==> src/rtl/mux8_rr_arbiter_if.sv <==
// ---------------------------------------------------------------------------
// mux8_rr_arbiter_if
// Bundle of the requester, consumer and grant signals around the shared
// mux8 round-robin arbiter.
//   req       : per-requester request bits (req[i] = requester i has a word)
//   d0..d7    : requester data words, WIDTH bits each
//   out_ready : consumer accepts y this cycle when out_valid = 1
//   gnt       : one-hot grant, all-zero when idle
//   S         : mux select = index of the granted requester
//   y         : selected data word (d[S]); only meaningful while out_valid = 1
//   out_valid : y holds a granted word
// The master modport is the environment side (requesters and consumer);
// the slave modport is the arbiter side.
// ---------------------------------------------------------------------------
interface mux8_rr_arbiter_if #(
  parameter int WIDTH = 6
);
  logic [7:0]       req;
  logic [WIDTH-1:0] d0;
  logic [WIDTH-1:0] d1;
  logic [WIDTH-1:0] d2;
  logic [WIDTH-1:0] d3;
  logic [WIDTH-1:0] d4;
  logic [WIDTH-1:0] d5;
  logic [WIDTH-1:0] d6;
  logic [WIDTH-1:0] d7;
  logic             out_ready;
  logic [7:0]       gnt;
  logic [2:0]       S;
  logic [WIDTH-1:0] y;
  logic             out_valid;

  modport master (
    output req, d0, d1, d2, d3, d4, d5, d6, d7, out_ready,
    input  gnt, S, y, out_valid
  );

  modport slave (
    input  req, d0, d1, d2, d3, d4, d5, d6, d7, out_ready,
    output gnt, S, y, out_valid
  );
endinterface

==> src/rtl/mux8_rr_arbiter.sv <==
// ---------------------------------------------------------------------------
// mux8_rr_arbiter
// Round-robin arbiter sharing one 8:1 mux among eight requesters. A winner
// is chosen starting just after the last served index, its grant and mux
// select are registered, and the selected word is offered to a single
// consumer with a valid/ready handshake. The grant is held until the word
// is accepted, or dropped if the granted requester withdraws first.
// Ports:
//   clk   : rising-edge clock
//   reset : asynchronous, active-high reset
//   bus   : mux8_rr_arbiter_if.slave (req, d0..d7, out_ready in;
//           gnt, S, y, out_valid out)
// ---------------------------------------------------------------------------
module mux8_rr_arbiter #(
  parameter int WIDTH = 6
) (
  input  logic               clk,
  input  logic               reset,
  mux8_rr_arbiter_if.slave   bus
);

  typedef enum logic {
    IDLE  = 1'b0,
    GRANT = 1'b1
  } state_t;

  state_t     state_q, state_d;
  logic [7:0] gnt_q,   gnt_d;
  logic [2:0] s_q,     s_d;
  logic [2:0] last_q,  last_d;

  logic [WIDTH-1:0] y_mux;
  logic [3:0]       pick_idle;
  logic [3:0]       pick_xfer;

  // Returns {found, index}. The scan starts at last+1 and ends at last
  // itself, so the most recently served requester has the lowest priority.
  function automatic logic [3:0] rr_pick(input logic [7:0] r,
                                         input logic [2:0] last);
    logic       found;
    logic [2:0] idx;
    logic [2:0] cand;
    found = 1'b0;
    idx   = 3'd0;
    for (int k = 1; k <= 8; k++) begin
      cand = last + 3'(k);
      if (!found && r[cand]) begin
        found = 1'b1;
        idx   = cand;
      end
    end
    return {found, idx};
  endfunction

  // Shared result mux: y follows d[S] at all times, idle included.
  always_comb begin
    y_mux = bus.d0;
    unique case (s_q)
      3'd0: y_mux = bus.d0;
      3'd1: y_mux = bus.d1;
      3'd2: y_mux = bus.d2;
      3'd3: y_mux = bus.d3;
      3'd4: y_mux = bus.d4;
      3'd5: y_mux = bus.d5;
      3'd6: y_mux = bus.d6;
      3'd7: y_mux = bus.d7;
      default: y_mux = bus.d0;
    endcase
  end

  // From IDLE the search is relative to the stored pointer; after a
  // transfer it is relative to the index just served (which becomes last).
  assign pick_idle = rr_pick(bus.req, last_q);
  assign pick_xfer = rr_pick(bus.req, s_q);

  always_comb begin
    state_d = state_q;
    gnt_d   = gnt_q;
    s_d     = s_q;
    last_d  = last_q;
    unique case (state_q)
      IDLE: begin
        if (pick_idle[3]) begin
          state_d = GRANT;
          s_d     = pick_idle[2:0];
          gnt_d   = 8'b1 << pick_idle[2:0];
        end
      end
      GRANT: begin
        if (bus.out_ready) begin
          // Accept wins over a simultaneous withdraw of req[S].
          last_d = s_q;
          if (pick_xfer[3]) begin
            s_d   = pick_xfer[2:0];
            gnt_d = 8'b1 << pick_xfer[2:0];
          end else begin
            state_d = IDLE;
            gnt_d   = 8'h00;
          end
        end else if (!bus.req[s_q]) begin
          // Granted requester withdrew before acceptance: drop the grant
          // without advancing the pointer.
          state_d = IDLE;
          gnt_d   = 8'h00;
        end
      end
      default: begin
        state_d = IDLE;
        gnt_d   = 8'h00;
      end
    endcase
  end

  always_ff @(posedge clk or posedge reset) begin
    if (reset) begin
      state_q <= IDLE;
      gnt_q   <= 8'h00;
      s_q     <= 3'd0;
      last_q  <= 3'd7;
    end else begin
      state_q <= state_d;
      gnt_q   <= gnt_d;
      s_q     <= s_d;
      last_q  <= last_d;
    end
  end

  assign bus.gnt       = gnt_q;
  assign bus.S         = s_q;
  assign bus.y         = y_mux;
  assign bus.out_valid = (state_q == GRANT);

endmodule
==> src/flat_wrapper.sv <==
// flat-port wrapper written by rule: the top's interface ports become plain ports
module mux8_rr_arbiter_flat 
#(
  parameter int WIDTH = 6
)
  (clk, reset, bus_req, bus_d0, bus_d1, bus_d2, bus_d3, bus_d4, bus_d5, bus_d6, bus_d7, bus_out_ready, bus_gnt, bus_S, bus_y, bus_out_valid);
  mux8_rr_arbiter_if #(.WIDTH(WIDTH)) bus_i ();
  input  logic clk;
  input  logic reset;
  input wire logic [$bits(bus_i.req)-1:0] bus_req;
  input wire logic [$bits(bus_i.d0)-1:0] bus_d0;
  input wire logic [$bits(bus_i.d1)-1:0] bus_d1;
  input wire logic [$bits(bus_i.d2)-1:0] bus_d2;
  input wire logic [$bits(bus_i.d3)-1:0] bus_d3;
  input wire logic [$bits(bus_i.d4)-1:0] bus_d4;
  input wire logic [$bits(bus_i.d5)-1:0] bus_d5;
  input wire logic [$bits(bus_i.d6)-1:0] bus_d6;
  input wire logic [$bits(bus_i.d7)-1:0] bus_d7;
  input wire logic [$bits(bus_i.out_ready)-1:0] bus_out_ready;
  output wire logic [$bits(bus_i.gnt)-1:0] bus_gnt;
  output wire logic [$bits(bus_i.S)-1:0] bus_S;
  output wire logic [$bits(bus_i.y)-1:0] bus_y;
  output wire logic [$bits(bus_i.out_valid)-1:0] bus_out_valid;
  assign bus_i.req = bus_req;
  assign bus_i.d0 = bus_d0;
  assign bus_i.d1 = bus_d1;
  assign bus_i.d2 = bus_d2;
  assign bus_i.d3 = bus_d3;
  assign bus_i.d4 = bus_d4;
  assign bus_i.d5 = bus_d5;
  assign bus_i.d6 = bus_d6;
  assign bus_i.d7 = bus_d7;
  assign bus_i.out_ready = bus_out_ready;
  assign bus_gnt = bus_i.gnt;
  assign bus_S = bus_i.S;
  assign bus_y = bus_i.y;
  assign bus_out_valid = bus_i.out_valid;
  mux8_rr_arbiter #(.WIDTH(WIDTH)) u_core (.clk(clk), .reset(reset), .bus(bus_i));
endmodule
==> config.mk <==
export PLATFORM = sky130hd
export DESIGN_NAME = mux8_rr_arbiter_flat
export DESIGN_NICKNAME = d
export VERILOG_FILES = /design/src/rtl/mux8_rr_arbiter_if.sv /design/src/rtl/mux8_rr_arbiter.sv /design/src/flat_wrapper.sv
export SDC_FILE = /design/constraint.sdc
export NUM_CORES = 1
export LEC_CHECK = 0
export ABC_AREA = 1
export CAP_MARGIN = 10
export CELL_PAD_IN_SITES_DETAIL_PLACEMENT = 1
export CELL_PAD_IN_SITES_GLOBAL_PLACEMENT = 2
export CORE_ASPECT_RATIO = 0.75
export CORE_MARGIN = 10
export CORE_UTILIZATION = 26
export CTS_CLUSTER_DIAMETER = 40
export DETAILED_ROUTE_END_ITERATION = 6
export PLACE_DENSITY_LB_ADDON = 0.1
export SKIP_LAST_GASP = 1
export SLEW_MARGIN = 5
export SYNTH_ARGS = -nofsm -noshare
export SYNTH_HDL_FRONTEND = slang
export SYNTH_SLANG_ARGS = --single-unit
export TNS_END_PERCENT = 100
==> constraint.sdc <==
create_clock -name clk -period 5.55 [get_ports clk]
set_input_delay 1.11 -clock clk [delete_from_list [all_inputs] [get_ports clk]]
set_output_delay 1.11 -clock clk [all_outputs]
set_load 0.03 [all_outputs]
==> results of run 1 <==
final cells by class:
class	count	area, um^2
inverters	53	200
repair buffers	76	761
clock buffers	3	75.1
well taps	132	165
clock inverters	1	5.00
flip-flops and latches	15	379
fillers	1307	6230
multi-input cells	362	1950
routing by layer:
metal  GRT usage, %  share of wire (%)  vias to the layer above
li1               -                  -                     1599
met1           20.1                 51                     1416
met2           22.1                 43                       54
met3           3.82                5.9                        0
met4          0.228                  0                        0
met5              0                  0                        -
through the flow:
stage | utilization (%) | hold WS [ns] | area [um^2] | worst slack, ns | instances
4_1_cts | 36.2 | 0.507 | 3540 | 0.864 | 642
2_1_floorplan | - | 0.604 | 2630 | 2.35 | 440
5_1_grt | 36.2 | 0.521 | 3540 | 0.663 | 642
3_3_place_gp | 35.4 | 0.469 | 3460 | 1.27 | 638
3_5_place_dp | 35.4 | 0.493 | 3460 | 1.15 | 638
6_report | 36.2 | 0.498 | 3540 | 0.932 | 642
cells by family after synthesis:
family / synth area share (%)
simple gates: 56.9
buf+inv: 11.1
flops: 14.4
fa+ha+maj: 4.29
xor+xnor: 1.95
compound gates: 11.2
worst min-delay path by stage:
stage          cells past startpoint                end
2_1_floorplan                      3   u_core.last_q[2]
3_3_place_gp                       2  u_core.bus.gnt[0]
3_5_place_dp                       2  u_core.bus.gnt[3]
4_1_cts                            2  u_core.bus.gnt[3]
5_1_grt                            2  u_core.bus.gnt[5]
6_report                           2  u_core.bus.gnt[3]
registers in the layout, indices dropped and copies added, names as in the netlist:
name	flops
u_core.bus.S	3
u_core.bus.gnt	8
u_core.last_q	3
u_core.bus.out_valid	1
worst max-delay path: cells and delay by family (launching register included):
family,cells,cell delay (ns)
AND/OR/NAND/NOR,3,1.20
buffers and inverters,2,0.93
flip-flops,1,0.78
adder cells (fa/ha/maj),1,0.36
layout by cell type (no fill, tap or decap), types with 2 or more instances in the layout:
master / Yosys / layout
o21ai_2: 2 / 2
clkinv_2: 1 / 2
o22ai_1: 2 / 2
ha_1: 9 / 9
inv_2: 12 / 12
dfstp_2: 3 / 3
clkdlybuf4s50_1: 0 / 76
nand3_1: 84 / 84
xnor2_1: 2 / 2
nor2_4: 7 / 7
nand3_2: 14 / 14
o21ai_1: 3 / 3
a21oi_1: 9 / 9
o21ai_0: 13 / 13
nor2_2: 5 / 5
nand2_2: 14 / 14
inv_1: 40 / 40
xor2_1: 2 / 2
a22o_1: 4 / 4
a31oi_1: 2 / 2
nand4_1: 9 / 9
clkbuf_16: 0 / 3
dfrtp_1: 12 / 12
nand2_1: 135 / 135
a221oi_1: 6 / 6
nor2_1: 30 / 30
==> key figures, run 1 <==
Floorplan
  • Die X: about 140 um
  • Die ar.: approximately 0.015 mm^2
  • Placement Rows: 31
  • Die Ht: approximately 110 um
  • Core area: ~0.0098 mm^2
  • Starting Density: 26.9%
  • Ports: 77

Synthesis
  • Mapped Area: about 0.0026 mm^2
  • Post-synth EDFFs: 0
  • Synth Register Bits: 15
  • Ys flop type: dfrtp_1
  • Cell taking the most area after synthesis: nand2_1
  • Ys async rst share: 100%
  • Syn_nets: slightly above 500
  • Seq/Total Area, Yosys: between 10% and 20%
  • Area contributors post-synth: nand2_1 19%, nand3_1 16%, dfrtp_1 11%
  • Gate Count Post-Synth: 440
  • Synth top area share: between 10% and 20%
  • Unique cell type count in the Yosys netlist: 39
  • Most frequent cell after synthesis: nand2_1
  • Commonest cells in the netlist: 135 x nand2_1, 84 x nand3_1, 40 x inv_1, 30 x nor2_1
  • Mapped Avg Cell Area: 5.97 um^2
  • Ys Warns: 0

Timing
  • Max-slew headroom at the worst pin: around 31%
  • Setup violators final: 0
  • Setup TNS: 0 ns
  • Unrepaired setup endpoints after global routing: no
  • Final Skew: ~0.0032 ns
  • Minimum clock period: about 4.6 ns
  • Final max-slew violation count: 0
  • Fin crit share: 83.2%
  • Hold Fails Final Rpt: 0
  • Worst Tran Pin Value: 1.02 ns
  • F_max: 217 MHz

Routing
  • Vias: 3069
  • # DRC: 0
  • Detail Route Antenna Nets: 0
  • Vias/cell: 4.78
  • DR WL/cell: 16.1 um
  • WL final: a little over 10000 um
  • DR iter-0 viols: approximately 150
  • DR pass1 iterations: 4

Status
  • Status: finished, final reports clean

Clocking
  • Clk slew on worst S/H paths: 0.05 ns
  • CTS tree: yes
  • Max Root-Sink Buffers: 2
  • TritonCTS Buffers: 3
  • Root buf cell: clkbuf_16
  • PostCTS Resize Cnt: 0
  • H-Tree Depth: 1
  • Clk_lat worst skew: between 0.2 and 0.3 ns
  • Hold_buf cts: 0
  • Total clock sinks: 15
  • Setup Fix Bufs, Post-CTS: 0

Placement
  • Dpl hpwl: between 8000 and 9000 um
  • GPL Wtd Cong: about 0.80
  • Port bufs: 76

Job
  • Max-cap violations: 0

Setup path
  • Critical-path maximum fanout: 21
  • CP Launch Point: u_core.bus.S[2]
  • Top cell by count, worst path: nand3_1
  • R2R Setup Slk: between 2 and 2.5 ns
  • Worst setup SP type: flip-flop
  • Reg2Reg Depth: 12
  • Crit path to: bus_y[4]
  • Worst Path Arrival: around 3.5 ns
  • Worst path required time: 4.44 ns
  • Reg-to-reg startpoint: u_core.bus.S[1]
  • Max incr delay on CP: approximately 0.91 ns
  • Setup CP Type: reg2out
  • Crit path capture type: primary output
  • R2R Path End: u_core.bus.gnt[4]
  • Crit-path cells: inv_1 > ha_1 > nor4_1 > nand3_1 > nand3_1 > clkdlybuf4s50_1
  • Slowest-stage cell, CP: nor4_1

Finish
  • Nets: about 580
  • Syn-to-layout area delta: 34.8%
  • Share of layout cells above drive strength 1: a little over an eighth
  • Antenna diode count: 0

Global route
  • Grt ovf: 0
  • Largest net degree at the start of global routing: 22
  • Vias in the first global route: roughly 3300
  • Gr usage total: ~14%
  • Initial antenna violation count: 0
  • First-pass GRT wire length: roughly 17000 um

Worst hold path
  • HP Start: u_core.bus.gnt[3]
  • Hold WC Path Type: reg2reg
Power of run 1 is left out: the tool's default activity adds up to more than one toggle a clock period on the data nets, which glitch-free logic cannot reach.
==> run 2: changes to the inputs <==
--- a/config.mk
+++ b/config.mk
@@ -11,7 +11,7 @@
 export CELL_PAD_IN_SITES_GLOBAL_PLACEMENT = 2
 export CORE_ASPECT_RATIO = 0.75
 export CORE_MARGIN = 10
-export CORE_UTILIZATION = 26
+export CORE_UTILIZATION = 22
 export CTS_CLUSTER_DIAMETER = 40
 export DETAILED_ROUTE_END_ITERATION = 6
 export PLACE_DENSITY_LB_ADDON = 0.1
==> constraint.sdc (replaced) <==
create_clock -name clk -period 4.1 [get_ports clk]
set_input_delay 0.82 -clock clk [delete_from_list [all_inputs] [get_ports clk]]
set_output_delay 0.82 -clock clk [all_outputs]
set_load 0.03 [all_outputs]
==> run 2 against run 1 <==
  * Global-route usage is 1.2 points lower
  * Flip-flop and latch count did not move
  * Count of clock-buffer cells in the layout unchanged
  * Worst setup slack got worse by 0.64 ns
  * Hold slack lost 0.020 ns
  * Non-clock buffer count up 4
  * Cell count rose by 5.3%
  * Wire length grew 8.5%
  * Die area grew 15%
  * Clock skew down 0.0010 ns
  * Sequential share of layout area is 0.20 points lower
==> key figures, run 2 (same netlist as run 1, synthesis figures left out) <==
Timing
  • Final Skew: about 0.0022 ns
  • Setup violators final: 0
  • Setup TNS: 0 ns
  • Unrepaired setup endpoints after global routing: no
  • Hold Fails Final Rpt: 0
  • Worst Tran Pin Value: approximately 0.60 ns
  • Fin crit share: 92.9%
  • Final max-slew violation count: 0
  • Max-slew headroom at the worst pin: ~60%
  • Minimum clock period: around 3.8 ns
  • F_max: 262 MHz
  • Final worst slack: 0.290 ns

Placement
  • GPL Wtd Cong: 0.784
  • Dpl hpwl: roughly 9600 um
  • Port bufs: 76
  • Pre-CTS setup slack: ~0.55 ns

Setup path
  • Slowest-stage cell, CP: dfrtp_1
  • Crit path capture type: primary output
  • Critical-path maximum fanout: 14
  • Top delay family on crit path: buffers and inverters
  • Worst Path Buf+Inv: 2
  • Setup CP Type: reg2out
  • Worst path required time: 3.28 ns
  • Max incr delay on CP: about 0.63 ns
  • Crit-path cells: inv_2 > ha_1 > nand3_1 > nand2_1 > a221oi_1 > nand4_1 > a31o_2 > clkdlybuf4s50_1
  • Worst setup SP type: flip-flop
  • Worst Path Arrival: 2.99 ns

Worst hold path
  • Hold WC Path Type: reg2reg

Finish
  • Commonest non-fill, non-tap cell in the layout: nand2_1
  • Nets: around 580
  • Antenna diode count: 0
  • Number of flip-flops in the largest register: 8
  • Share of layout cells above drive strength 1: between 10% and 20%
  • Syn-to-layout area delta: 37.4%
  • Commonest non-fill, non-tap cells in the layout: 135 x nand2_1, 84 x nand3_1, 76 x clkdlybuf4s50_1

Floorplan
  • Placement Rows: 34
  • Ports: between 70 and 80
  • Starting Density: 22.5%
  • Core area: 0.0117 mm^2
  • Die ar.: ~0.017 mm^2
  • Die X: 146 um
  • Die Ht: approximately 110 um

Status
  • Status: finished, final reports clean

Global route
  • Grt ovf: 0
  • Vias in the first global route: 3341
  • Largest net degree at the start of global routing: 16
  • Gr usage total: 12.9%
  • Initial antenna violation count: 0
  • First-pass GRT wire length: about 18000 um

Clocking
  • TritonCTS Buffers: 3
  • Hold_buf cts: 0
  • PostCTS Resize Cnt: 0
  • H-Tree Depth: 1
  • Setup Fix Bufs, Post-CTS: 0
  • Clk slew on worst S/H paths: 0.05 ns
  • Clk_lat worst skew: ~0.25 ns
  • Total clock sinks: 15
  • Max Root-Sink Buffers: 2
  • CTS tree: yes
  • Root buf cell: clkbuf_16

Routing
  • Vias/cell: around 4.7
  • DR iter-0 viols: between 100 and 150
  • Detail Route Antenna Nets: 0
  • DR pass1 iterations: 4
  • # DRC: 0
  • DR WL/cell: 16.6 um
  • Vias: 3174
  • WL final: 11200 um

Job
  • Max-cap violations: 0
[run 2: cell count changes in the layout (fill, tap and decap cells not counted), sizes merged]
cell | before | now
buf | 0 | 4
[run 2: final timing paths]
check                               endpoint              start  slack [ns]  cells past startpoint
max                                 bus_y[1]    u_core.bus.S[0]        0.29                      8
min                        u_core.bus.gnt[0]  u_core.bus.gnt[0]        0.48                      2
max reg2reg                u_core.bus.gnt[5]    u_core.bus.S[0]        0.74                     12
min reg2reg                u_core.bus.gnt[0]  u_core.bus.gnt[0]        0.48                      2
max in group asynchronous  u_core.bus.gnt[1]              reset        2.77                      2
min in group asynchronous  u_core.bus.gnt[4]              reset        0.94                      2
[run 2: cell type report]
type                       instances  area (um^2)
tap                              162          203
clock inverter                     1         5.00
sequential                        15          379
multi-input combinational        362         1950
fill                            1502         8050
inverter                          53          200
clock buffer                       3         75.1
timing repair buffer              80          791
[run 2: routing by layer]
metal,GRT usage [%],vias up,wire [um],share of wire [%]
met3,1.74,7,443,3.9
met2,19.3,57,4740,42
li1,-,1607,-,-
met5,0,-,0,0
met4,2.00,0,65,0.58
met1,19.5,1503,5970,53
[run 2: worst reg2reg max path, delay by kind of cell, from the launching register on]
kind                     cells  cell delay (ns)
AND/OR/NAND/NOR              7             0.85
AO/OA/AOI/OAI                2             0.81
flip-flops                   1             0.63
adder cells (fa/ha/maj)      1             0.62
buffers and inverters        2             0.39
[run 2: per-stage QoR]
stage	util, %	instances	hold slack [ns]	instance area (um^2)
floorplan	-	440	0.604	2630
global placement	30.3	672	0.482	3530
detailed placement	30.3	672	0.476	3530
CTS	30.9	676	0.486	3610
global route	30.9	676	0.529	3610
finish	30.9	676	0.478	3610
Power of run 2 is left out for the same reason.
==> run 3: changes to the inputs <==
--- a/config.mk
+++ b/config.mk
@@ -14,6 +14,7 @@
 export CORE_UTILIZATION = 22
 export CTS_CLUSTER_DIAMETER = 40
 export DETAILED_ROUTE_END_ITERATION = 6
+export MAX_ROUTING_LAYER = met4
 export PLACE_DENSITY_LB_ADDON = 0.1
 export SKIP_LAST_GASP = 1
 export SLEW_MARGIN = 5
==> run 3 against run 2 <==
  * Worst setup slack worse by 0.0017 ns
  * Core utilization did not move
  * Critical path depth unchanged
  * Register-to-register slack improved by 0.02 ns
  * Global-route usage rose by 0.38 points
  * Clock skew about the same
  * Critical endpoint unchanged
  * Fmax is essentially flat
  * Non-clock buffer count is the same
  * Die area is the same
==> key figures, run 3 (same netlist as run 1, synthesis figures left out) <==
Worst hold path
  • Hold WC Path Type: reg2reg
  • HP Start: u_core.bus.gnt[0]
  • Cell count of the worst hold path: 2
  • Worst Hold Path EP: u_core.bus.gnt[0]

Floorplan
  • Starting Density: a little under a quarter
  • Die Ht: 115 um
  • Die X: ~150 um
  • Ports: 77
  • Die ar.: 0.0168 mm^2
  • Core area: between 0.01 and 0.015 mm^2
  • Placement Rows: 34

Finish
  • Share of layout cells above drive strength 1: 14.2%
  • Number of flip-flops in the largest register: 8
  • Commonest non-fill, non-tap cell in the layout: nand2_1
  • Post-Layout Cell Count: 676
  • Nets: 583
  • Post-layout util: between 30% and 40%
  • Antenna diode count: 0
  • Commonest non-fill, non-tap cells in the layout: 135 x nand2_1, 84 x nand3_1, 76 x clkdlybuf4s50_1
  • Syn-to-layout area delta: 37.4%

Placement
  • Dpl cells: 672
  • GPL Wtd Cong: 0.795
  • Dpl hpwl: roughly 9600 um
  • Port bufs: 76

Timing
  • Worst Tran Pin Value: 0.604 ns
  • Unrepaired setup endpoints after global routing: no
  • F_max: roughly 260 MHz
  • Max-slew headroom at the worst pin: 59.7%
  • Final Skew: 0.00236 ns
  • Minimum clock period: between 3 and 4 ns
  • Setup violators final: 0
  • Setup TNS: 0 ns
  • Hold Fails Final Rpt: 0
  • Final max-slew violation count: 0
  • Fin crit share: 93.0%

Setup path
  • Worst Path Arrival: ~3 ns
  • Setup CP Type: reg2out
  • Worst path required time: approximately 3.3 ns
  • Critical-path maximum fanout: 14
  • Worst setup SP type: flip-flop
  • R2R Path End: u_core.bus.gnt[5]
  • Crit path capture type: primary output
  • R2R Setup Slk: 0.76 ns
  • Reg-to-reg startpoint: u_core.bus.S[0]
  • Reg2Reg Depth: 12

Routing
  • Max layer used: met4
  • DR iter-0 viols: approximately 140
  • Routed wl met3: around 380 um
  • DR pass1 iterations: 4
  • WL final: ~11000 um
  • # DRC: 0
  • Detail Route Antenna Nets: 0
  • DR WL/cell: between 15 and 20 um
  • Met2 WL: about 4700 um
  • WL met1: about 6000 um
  • Vias/cell: between 4 and 5
  • Vias: 3161

Clocking
  • Clk_lat worst skew: approximately 0.25 ns
  • Setup Fix Bufs, Post-CTS: 0
  • Hold_buf cts: 0
  • CTS tree: yes
  • H-Tree Depth: 1
  • PostCTS Resize Cnt: 0
  • Root buf cell: clkbuf_16
  • Total clock sinks: 15
  • TritonCTS Buffers: 3
  • Clk slew on worst S/H paths: about 0.05 ns
  • Max Root-Sink Buffers: 2

Global route
  • First-pass GRT wire length: ~18000 um
  • Vias in the first global route: roughly 3300
  • Gr usage total: between 10% and 20%
  • Largest net degree at the start of global routing: 16
  • Initial antenna violation count: 0
  • Grt ovf: 0

Job
  • Max-cap violations: 0

Status
  • Status: finished, final reports clean
==> run 3: cell counts in the layout (fill, tap and decap cells not counted) <==
Identical to the previous run, type by type.
==> run 3: worst max-delay path, stage by stage (launching register included) <==
cell and delay, ns:
dfrtp_1 0.62, inv_2 0.25, ha_1 0.35, nand3_1 0.12, nand2_1 0.08, a221oi_1 0.33
nand4_1 0.16, a31o_2 0.24, clkdlybuf4s50_1 0.60
==> run 3: per-stage QoR <==
stage          area (um^2)  hold slack [ns]  worst slack (ns)
2_1_floorplan         2630            0.604              1.19
3_3_place_gp          3530            0.482             0.672
3_5_place_dp          3530            0.476             0.552
4_1_cts               3610            0.486             0.263
5_1_grt               3610            0.529             0.112
6_report              3610            0.478             0.288
==> run 3: cell type report <==
class | count | area [um^2]
multi-input combinational | 362 | 1950
tap | 162 | 203
timing repair buffer | 80 | 791
clock inverter | 1 | 5.00
clock buffer | 3 | 75.1
fill | 1502 | 8050
sequential | 15 | 379
inverter | 53 | 200
==> run 3: worst max path at each step <==
| stage | startpoint | endpoint | slack (ns) | depth (start not counted) |
|---|---|---|---|---|
| 2_1_floorplan | u_core.bus.S[2] | bus_y[0] | 1.19 | 6 |
| 3_5_place_dp | u_core.bus.S[0] | bus_y[1] | 0.55 | 8 |
| 5_1_grt | u_core.bus.S[0] | bus_y[2] | 0.11 | 7 |
| 4_1_cts | u_core.bus.S[0] | bus_y[1] | 0.26 | 8 |
| 3_3_place_gp | bus_d4[1] | bus_y[1] | 0.67 | 7 |
| 6_report | u_core.bus.S[0] | bus_y[1] | 0.29 | 8 |
==> run 3: metal layers <==
layer | vias up | track usage (%)
met1 | 1493 | 19.8
met3 | 7 | 1.15
met2 | 53 | 19.3
met5 | - | -
met4 | 0 | 2.00
li1 | 1608 | -
Power of run 3 is left out for the same reason.
